===== src/rtl/rr_decode_arbiter.sv =====
`default_nettype none
// ============================================================================
//  Module   : rr_decode_arbiter
//  Purpose  : Round-robin arbiter that shares a single 3-to-8 select decoder
//             among eight requesters. The winner's index and the decoder
//             enable are registered. A grant lasts until the owner releases
//             it, withdraws its request, or reaches the hold limit. One dead
//             cycle (GAP) and one arbitration cycle (IDLE) always separate
//             two owners, so the decoder never drives two selects at once.
//  Ports    : clk     - rising-edge clock
//             rst     - asynchronous active-high reset
//             req     - [7:0] request per requester
//             done    - [7:0] release strobe; only the owner's bit is honoured
//             addr    - [2:0] registered owner index (decoder address)
//             en      - registered decoder enable, high only while granted
//             grant   - [7:0] registered one-hot grant, 1 << addr when en
//             busy    - high while granted and during the dead cycle
//             timeout - one-cycle pulse after a hold-limit revocation
//  Params   : MAX_HOLD - maximum grant length in cycles (2..255)
//  Revision : 1.0 - initial release
// ============================================================================
module rr_decode_arbiter #(
    parameter int MAX_HOLD = 16
) (
    input  logic       clk,
    input  logic       rst,
    input  logic [7:0] req,
    input  logic [7:0] done,
    output logic [2:0] addr,
    output logic       en,
    output logic [7:0] grant,
    output logic       busy,
    output logic       timeout
);

    typedef enum logic [1:0] {
        ST_IDLE  = 2'd0,
        ST_GRANT = 2'd1,
        ST_GAP   = 2'd2
    } state_t;

    // Counter value seen on the last permitted grant cycle.
    localparam logic [7:0] c_hold_last = 8'(MAX_HOLD - 1);

    state_t     r_state;
    logic [2:0] r_ptr;
    logic [2:0] r_addr;
    logic       r_en;
    logic [7:0] r_grant;
    logic [7:0] r_cnt;
    logic       r_busy;
    logic       r_timeout;

    logic       w_found;
    logic [2:0] w_pick;
    logic [2:0] w_idx;
    logic       w_own_done;
    logic       w_own_req;

    // Scan requests starting at the pointer, wrapping modulo 8; the first
    // set bit wins. The 3-bit add provides the wrap for free.
    always_comb begin
        w_found = 1'b0;
        w_pick  = 3'd0;
        w_idx   = 3'd0;
        for (int i = 0; i < 8; i++) begin
            w_idx = r_ptr + 3'(i);
            if (!w_found && req[w_idx]) begin
                w_pick  = w_idx;
                w_found = 1'b1;
            end
        end
    end

    // Only the current owner's strobes matter; every other bit is ignored.
    assign w_own_done = done[r_addr];
    assign w_own_req  = req[r_addr];

    always_ff @(posedge clk or posedge rst) begin
        if (rst) begin
            r_state   <= ST_IDLE;
            r_ptr     <= 3'd0;
            r_addr    <= 3'd0;
            r_en      <= 1'b0;
            r_grant   <= 8'd0;
            r_cnt     <= 8'd0;
            r_busy    <= 1'b0;
            r_timeout <= 1'b0;
        end else begin
            r_timeout <= 1'b0;
            case (r_state)
                ST_IDLE: begin
                    if (w_found) begin
                        r_addr  <= w_pick;
                        r_en    <= 1'b1;
                        r_grant <= 8'd1 << w_pick;
                        r_cnt   <= 8'd0;
                        r_busy  <= 1'b1;
                        r_state <= ST_GRANT;
                    end
                end
                ST_GRANT: begin
                    // Owner release/withdrawal outranks the hold limit, so a
                    // done on the final cycle is a normal release.
                    if (w_own_done || !w_own_req || (r_cnt == c_hold_last)) begin
                        r_timeout <= w_own_req && !w_own_done;
                        r_ptr     <= r_addr + 3'd1;
                        r_en      <= 1'b0;
                        r_grant   <= 8'd0;
                        r_state   <= ST_GAP;
                    end else if (r_cnt != 8'hFF) begin
                        r_cnt <= r_cnt + 8'd1;
                    end
                end
                ST_GAP: begin
                    r_busy  <= 1'b0;
                    r_state <= ST_IDLE;
                end
                default: begin
                    r_en    <= 1'b0;
                    r_grant <= 8'd0;
                    r_busy  <= 1'b0;
                    r_state <= ST_IDLE;
                end
            endcase
        end
    end

    assign addr    = r_addr;
    assign en      = r_en;
    assign grant   = r_grant;
    assign busy    = r_busy;
    assign timeout = r_timeout;

endmodule
`default_nettype wire


===== config.mk =====
export PLATFORM = sky130hd
export DESIGN_NAME = rr_decode_arbiter
export DESIGN_NICKNAME = d
export VERILOG_FILES = /design/src/rtl/rr_decode_arbiter.sv
export SDC_FILE = /design/constraint.sdc
export NUM_CORES = 1
export LEC_CHECK = 0
export BUFFER_PORTS_ARGS = -buffer_cell sky130_fd_sc_hd__clkbuf_2
export CAP_MARGIN = 20
export CORE_AREA = 2 2 76 78
export DETAILED_ROUTE_END_ITERATION = 6
export DIE_AREA = 0 0 78 80
export SYNTH_ARGS = -nofsm -noshare
export SYNTH_HDL_FRONTEND = slang
export SYNTH_SLANG_ARGS = --single-unit

===== constraint.sdc =====
create_clock -name clk -period 3.85 [get_ports clk]
set_clock_uncertainty 0.1 [all_clocks]
set_input_delay 0 -clock clk [delete_from_list [all_inputs] [get_ports clk]]
set_output_delay 0 -clock clk [all_outputs]
set_load 0.1 [all_outputs]

==> results of run 1 <==
[worst paths after layout]
path / start / to / cells past startpoint
max in group asynchronous: rst / addr[0] / 4
min reg2reg: grant[7] / grant[7] / 2
min: rst / grant[0] / 3
max reg2reg: r_ptr[1] / grant[3] / 10
max: r_ptr[1] / grant[3] / 10
min in group clk: done[6] / timeout / 4
[cells by family (layout without fill, tap and decap cells)]
group           count (synthesis)  in the layout
compound gates                 45             45
xor+xnor                       11             11
fa+ha+maj                       4              4
buf+inv                        25             51
flops                          27             27
mux                            29             29
simple gates                   97             97
[layout make-up]
type / count / area (um^2) / share of cell area [%]
tap: 72 / 90.09 / 3.433
multi-input combinational: 186 / 1553 / 59.18
inverter: 11 / 41.29 / 1.574
timing repair buffer: 36 / 215.2 / 8.202
clock inverter: 1 / 7.507 / 0.2861
clock buffer: 3 / 41.29 / 1.574
sequential: 27 / 675.6 / 25.75
[sequential cells by signal, indices dropped and copies added, names as in the netlist]
signal   cells
grant        8
addr         3
timeout      1
r_ptr        3
r_cnt        8
r_state      2
en           1
busy         1
[layer usage]
layer | up-vias | global-route usage, %
met4 | 0 | 1.579
met2 | 58 | 30.43
met3 | 0 | 2.715
met5 | - | 0
li1 | 940 | -
met1 | 953 | 28.83
[timing repair]
item                      4_1_cts  5_1_grt
hold endpoints to repair       27        0
hold buffers                    1        0
gates resized for setup         0        0
[placed cells by master (no fill, tap or decap), types with 5 or more instances in the layout]
cell       n
nor2b_1    6
dfrtp_1   27
mux4_2    16
nor2_1    16
o21ai_1    6
clkbuf_2  31
mux2_2     7
nand3_1    6
nand2b_1   5
nand2_1   28
xnor2_1    8
inv_1     11
nor3_1     8
[through the flow]
step | hold WS [ns] | utilization, % | area (um^2) | setup WS (ns)
detailed placement | 0.1816 | 46.94 | 2537 | 0.5989
floorplan | -0.04728 | - | 2356 | 0.6030
global placement | 0.1744 | 46.94 | 2537 | 0.5871
global route | 0.1680 | 48.54 | 2624 | 0.2978
CTS | 0.1636 | 48.03 | 2596 | 0.5936
finish | 0.1325 | 48.54 | 2624 | 0.5664
[worst register-to-register path: stages, from the launching register on]
cell and delay (ns):
dfrtp_1 0.35, buf_4 0.26, ha_1 0.40, xor2_1 0.44, mux2i_1 0.38, and2_1 0.30, a2111oi_0 0.14, a31oi_1 0.35
nor3_2 0.09, and2_1 0.19, a22o_1 0.19
==> impl_metrics.toml, run 1 <==
[cts]
worstSkewPairLatency_ns = 0.28
cts_buffers = 3
htreeDepth = 1
cts_root_buffer = "clkbuf_8"
cts_tree = "yes"
cts_setup_buffers = 0
cts.path.max_buffers = 2
clk_pin_slew_ns = 0.10
clkSinkCount = 27

[logic_synthesis]
synth_mux_area_share_pct = 22.73
synth_top_family_by_area = "multiplexers"
synth_fa_ha_area_share_pct = 2.124
async_flop_share_pct = 100.0
synth.most_common_cell = "nand2_1"
yosys.area.top_type = "dfrtp_1"
synth_compound_area_share_pct = 14.66
ys_top_cells_by_count = "nand2_1, dfrtp_1, mux4_2, nor2_1, inv_1"
avgSynthCellArea_um2 = 9.899
yosysWarningCount = 0
seq_area_frac_synth_pct = 28.68
synth_area_leaders = "dfrtp_1, mux4_2, nand2_1"
synth_nets = 260
synth-main-ff-cell = "dfrtp_1"
yosys.area.top_type_share_pct = 28.68
ys_types = 62
syn_area_um2 = 2356
yosys.area_share.xor_xnor_pct = 4.089
postSynthCellCount = 238
synth_edf_count = 0
synthSimpleGateAreaFrac_pct = 22.30
synth.ff_latch_count = 27

[drt]
drc = 0
wl_per_cell_um = 16.33
wl_met1_mm = 2.666
met3WireLength_um = 255
final_antenna_net_count = 0
routed.top_layer = "met3"
via_count = 1951
viasPerCell = 5.807
postRouteWirelength_mm = 5.486
firstDrtPassIters = 4
met2_length_mm = 2.565
drt_first_iter_violations = 116

[sta]
min_period_ns = 3.284
worstMarginPinSlew_ns = 0.7932
hold_viol = 0
rsz0062_at_grt = "no"
slew_violations = 0
finalSetupViolations = 0
fmax_mhz = 304.5
max_slew_margin_pct = 47.12
setup-tns-final_ns = 0
period_share_pct = 85.29

[grt]
antenna_found_initial = 0
grt_pass1_vias = 1897
grt.total_usage_pct = 19.11
grt_max_degree = 28
grt_overflow_total = 0
grt_pass1_wl_mm = 9.646

[finish]
final_nets = 287
synthToLayoutAreaGrowth_pct = 11.36
drive_gt1_share_pct = 29.55
nFillCells = 539
num_antenna_cells = 0
final_cell_count_no_fill = 336

[critical_path]
required_ns = 3.94
crit_path_cell_trace = "buf_4 > ha_1 > xor2_1 > mux2i_1 > and2_1 > a2111oi_0 > a31oi_1 > nor3_2 > and2_1 > a22o_1"
rrSetupSlack_ns = 0.57
cp_slowest_cell = "xor2_1"
arrival_ns = 3.37
crit_top_cell = "and2_1"
crit_fanout = 15
critical_path.endpoint_type = "flip-flop"
cpPeakStageDelay_ns = 0.44
criticalPathCategory = "flip-flop to flip-flop"
critPathBufInv = 1
cp-start-kind = "flip-flop"
crit_family = "compound AO/OA/AOI/OAI gates"

[die]
rows = 27
start_util_pct = 43.59
num_io_pins = 32
die_h_um = 80
die_w_um = 78
dieArea_um2 = 6240
core_um2 = 5405

[outcome]
status = "finished clean"

[job]
drv_cap = 0

[placement]
dp_hpwl_mm = 4.049
gp_congestion = 0.8370
port_buffers = 31
placedCellCount = 330

[worst_hold_path]
hold_path_class = "primary input to asynchronous set/reset pin"
Power of run 1 is not shown: default switching activity piles up to over one toggle a cycle in this logic, so the estimate is an artifact.
==> run 2, diff against run 1 <==
--- a/config.mk
+++ b/config.mk
@@ -10,6 +10,8 @@
 export CORE_AREA = 2 2 76 78
 export DETAILED_ROUTE_END_ITERATION = 6
 export DIE_AREA = 0 0 78 80
+export GPL_TIMING_DRIVEN = 0
+export HOLD_SLACK_MARGIN = 0.06
 export SYNTH_ARGS = -nofsm -noshare
 export SYNTH_HDL_FRONTEND = slang
 export SYNTH_SLANG_ARGS = --single-unit
==> constraint.sdc (replaced) <==
create_clock -name clk -period 4 [get_ports clk]
set_clock_uncertainty 0.1 [all_clocks]
set_input_delay 0 -clock clk [delete_from_list [all_inputs] [get_ports clk]]
set_output_delay 0 -clock clk [all_outputs]
set_load 0.1 [all_outputs]
==> run 2 against run 1 <==
  * First-iteration DRC count grew 29%
  * Count of clock-buffer cells in the layout is the same
  * Cell count grew 3.3%
  * Register-to-register slack lost 0.27 ns
  * Sequential share of layout area shrank 0.73 points
  * Setup slack lost 0.27 ns
  * Worst hold slack gained 0.0022 ns
  * Maximum frequency shrank 11%
  * Largest cell class unchanged
==> impl_metrics.toml, run 2 (synthesis results as in run 1) <==
[outcome]
status = "finished clean"

[sta]
slew_violations = 0
period_share_pct = 92.69
finalSetupViolations = 0
setup-tns-final_ns = 0
max_slew_margin_pct = 63.77
hold_viol = 0
rsz0062_at_grt = "no"
min_period_ns = 3.708
worstMarginPinSlew_ns = 0.5457
fmax_mhz = 269.7

[critical_path]
crit_fanout = 10
criticalPathCategory = "flip-flop to flip-flop"
cp_slowest_cell = "or4_4"
rrSetupSlack_ns = 0.29
critPathBufInv = 4
crit_family = "simple AND/OR/NAND/NOR gates"
cp-start-kind = "flip-flop"
reg2reg_to = "r_cnt[0]"
arrival_ns = 3.82
r2r_cells = 13
crit_path_cell_trace = "buf_6 > buf_2 > inv_1 > ha_1 > buf_2 > mux4_2 > nor3_2 > or4_4 > a31oi_2 > a31oi_2 > or2_4 > or3_1 > nand2_1"
r2r-start = "r_ptr[1]"
cpPeakStageDelay_ns = 0.58
critical_path.endpoint_type = "flip-flop"
required_ns = 4.12

[drt]
routed.top_layer = "met4"
drt_first_iter_violations = 150
firstDrtPassIters = 7
final_antenna_net_count = 0
drc = 0
viasPerCell = 5.625
wl_met1_mm = 2.559
wl_per_cell_um = 15.15
postRouteWirelength_mm = 5.257
via_count = 1952
met2_length_mm = 2.482
met3WireLength_um = 206

[placement]
gp_congestion = 0.8217
port_buffers = 31
placedCellCount = 341
dp_hpwl_mm = 4.014

[cts]
cts_tree = "yes"
worstSkewPairLatency_ns = 0.27
clkSinkCount = 27
htreeDepth = 1
cts_root_buffer = "clkbuf_8"
cts_setup_buffers = 0
clk_pin_slew_ns = 0.09
cts.path.max_buffers = 2
cts_buffers = 3

[die]
start_util_pct = 43.59
num_io_pins = 32
die_w_um = 78
die_h_um = 80
core_um2 = 5405
dieArea_um2 = 6240
rows = 27

[worst_hold_path]
hold_path_class = "primary input to asynchronous set/reset pin"

[grt]
antenna_found_initial = 0
grt.total_usage_pct = 18.15
grt_overflow_total = 0
grt_pass1_vias = 1823
grt_max_degree = 28
grt_pass1_wl_mm = 9.170

[finish]
final_nets = 298
final_cell_count_no_fill = 347
drive_gt1_share_pct = 31.64
num_antenna_cells = 0
layout_commonest_cell = "clkbuf_2"
synthToLayoutAreaGrowth_pct = 14.60
final_cell_mix = "clkbuf_2, nand2_1, dfrtp_1"

[job]
drv_cap = 0
==> run 2: changes by cell type in the layout (fill, tap and decap cells not counted) <==
cell      previous run  this run
buf_2                0         6
buf_6                0         3
nor4_2               2         4
clkbuf_1             0         4
buf_4                3         1
nor4_1               4         2
==> run 2: layout make-up <==
class	count	area (um^2)
Inverter	11	41.29
Buffer	14	86.33
Tap cell	72	90.09
Clock buffer	3	41.29
Clock inverter	1	7.507
Sequential cell	27	675.6
Fill cell	521	2705
Multi-Input combinational cell	186	1565
Timing Repair Buffer	33	192.7
==> run 2: timing repair <==
action	in CTS	in global routing
gates resized for setup	0	2
hold buffers	1	0
endpoints found under the hold margin	27	0
setup endpoints to repair	0	7
==> run 2: worst max path at each step <==
stage	start	slack (ns)	cells after the start	endpoint
6_report	r_ptr[1]	0.29	13	r_cnt[0]
3_3_place_gp	r_ptr[1]	0.21	13	grant[3]
3_5_place_dp	r_ptr[1]	0.18	13	grant[3]
5_1_grt	r_ptr[1]	0.01	13	grant[3]
2_1_floorplan	r_ptr[1]	0.75	13	r_cnt[0]
4_1_cts	r_ptr[1]	0.18	13	grant[3]
==> run 2: metrics by stage <==
stage | cell area [um^2] | setup slack, ns | utilization (%) | hold WS [ns]
after floorplan | 2356 | 0.7530 | - | -0.04728
after global placement | 2601 | 0.2108 | 48.13 | 0.1665
after detailed placement | 2601 | 0.1843 | 48.13 | 0.1766
after CTS | 2660 | 0.1757 | 49.21 | 0.1695
after global routing | 2700 | 0.01305 | 49.95 | 0.1444
final | 2700 | 0.2923 | 49.95 | 0.1346
==> run 2: layer usage <==
metal | GRT usage [%] | vias up
met5 | 0 | -
met4 | 1.579 | 0
met3 | 3.281 | 2
met2 | 29.66 | 46
met1 | 26.30 | 934
li1 | - | 970
==> run 2: tightest hold or removal path: cells and delay by family <==
family / cells / cell delay, ns
buffers and inverters: 3 / 0.95
Power of run 2 is left out for the same reason.
==> run 3, diff against run 2 <==
==> constraint.sdc (replaced) <==
create_clock -name clk -period 3.8 [get_ports clk]
set_clock_uncertainty 0.1 [all_clocks]
set_input_delay 0 -clock clk [delete_from_list [all_inputs] [get_ports clk]]
set_output_delay 0 -clock clk [all_outputs]
set_load 0.1 [all_outputs]
==> run 3 against run 2 <==
  * Cell count did not move
  * Setup slack worse by 0.0023 ns
  * Worst hold slack improved by 0.00079 ns
  * Highest routed layer unchanged
  * Sequential share of layout area down 0.10 points
  * Utilization is 0.21 points higher
  * Critical path depth unchanged
  * Critical path type unchanged
  * Count of clock-buffer cells in the layout unchanged
  * Sequential cell count is the same
  * Global-route usage about the same
==> impl_metrics.toml, run 3 (synthesis results as in run 1) <==
[job]
drv_cap = 0

[die]
num_io_pins = 32
start_util_pct = 43.59
dieArea_um2 = 6240
rows = 27
core_um2 = 5405
die_w_um = 78
die_h_um = 80

[critical_path]
required_ns = 3.91
arrival_ns = 3.62
crit_fanout = 10
r2r_cells = 13
critical_path.endpoint_type = "flip-flop"
cp-start-kind = "flip-flop"
criticalPathCategory = "flip-flop to flip-flop"

[sta]
fmax_mhz = 284.9
slew_violations = 0
finalSetupViolations = 0
rsz0062_at_grt = "no"
final.setup.worst_slack_ns = 0.2899
worstMarginPinSlew_ns = 0.5457
min_period_ns = 3.510
max_slew_margin_pct = 63.77
period_share_pct = 92.37
hold_viol = 0
setup-tns-final_ns = 0

[grt]
grt.total_usage_pct = 18.20
grt_overflow_total = 0
antenna_found_initial = 0
grt_pass1_wl_mm = 9.190
grt_pass1_vias = 1835
grt_max_degree = 28

[drt]
viasPerCell = 5.620
drc = 0
drt_first_iter_violations = 123
via_count = 1950
final_antenna_net_count = 0
firstDrtPassIters = 4
wl_per_cell_um = 15.37
postRouteWirelength_mm = 5.332

[cts]
htreeDepth = 1
clk_pin_slew_ns = 0.09
cts_root_buffer = "clkbuf_8"
cts.path.max_buffers = 2
cts_buffers = 3
worstSkewPairLatency_ns = 0.27
cts_tree = "yes"
clkSinkCount = 27

[outcome]
status = "finished clean"

[placement]
pre_cts_ws_ns = -0.01567
gp_congestion = 0.8217
dp_hpwl_mm = 4.014
port_buffers = 31

[finish]
final_cell_mix = "clkbuf_2, nand2_1, dfrtp_1"
drive_gt1_share_pct = 31.64
fin_util_pct = 50.16
num_antenna_cells = 0
final_nets = 298
layout_commonest_cell = "clkbuf_2"
synthToLayoutAreaGrowth_pct = 15.08

[worst_hold_path]
hold_path_class = "primary input to asynchronous set/reset pin"
## run 3: cell counts in the layout (fill, tap and decap cells not counted)
Identical to the previous run, type by type.
## run 3: final cells by class
class | instances | area (um^2)
Sequential cell | 27 | 675.6
Inverter | 11 | 41.29
Buffer | 13 | 81.33
Multi-Input combinational cell | 186 | 1574
Clock buffer | 3 | 41.29
Timing Repair Buffer | 34 | 200.2
Tap cell | 72 | 90.09
Fill cell | 523 | 2694
Clock inverter | 1 | 7.507
## run 3: critical path: stages, from the launching register on
cell	delay, ns
dfrtp_1	0.38
buf_6	0.15
buf_6	0.16
inv_1	0.12
ha_1	0.30
buf_2	0.18
mux4_2	0.33
nor3_2	0.07
or4_4	0.58
a31oi_2	0.26
a31oi_4	0.11
or2_4	0.29
or3_1	0.34
nand2_1	0.06
## run 3: per-stage QoR
stage / instances / instance area [um^2] / hold slack [ns]
floorplan: 238 / 2356 / -0.04728
global placement: 341 / 2601 / 0.1665
detailed placement: 341 / 2601 / 0.1766
CTS: 346 / 2666 / 0.1695
global route: 347 / 2711 / 0.1444
finish: 347 / 2711 / 0.1354
## run 3: path summary, 6_finish.rpt
check / startpoint / slack (ns) / to
worst max-delay path: r_ptr[0] / 0.29 / r_cnt[0]
worst min-delay path: rst / 0.14 / grant[3]
worst max register to register: r_ptr[0] / 0.29 / r_cnt[0]
worst min register to register: en / 0.38 / en
max in group asynchronous: rst / 3.02 / r_cnt[1]
min in group clk: done[6] / 0.17 / timeout
## run 3: metal layers
metal	vias to the layer above	share of wire, %	global-route usage, %
li1	964	-	-
met1	946	49	26.30
met2	38	47	29.66
met3	2	3.7	3.507
met4	0	0.23	1.579
met5	-	0	0
## run 3: timing repair
action,CTS,global route
hold buffers,1,0
endpoints found under the hold margin,27,0
setup endpoints to repair,2,19
resized for setup,1,2
buffers inserted,0,1
Power of run 3 is left out for the same reason.
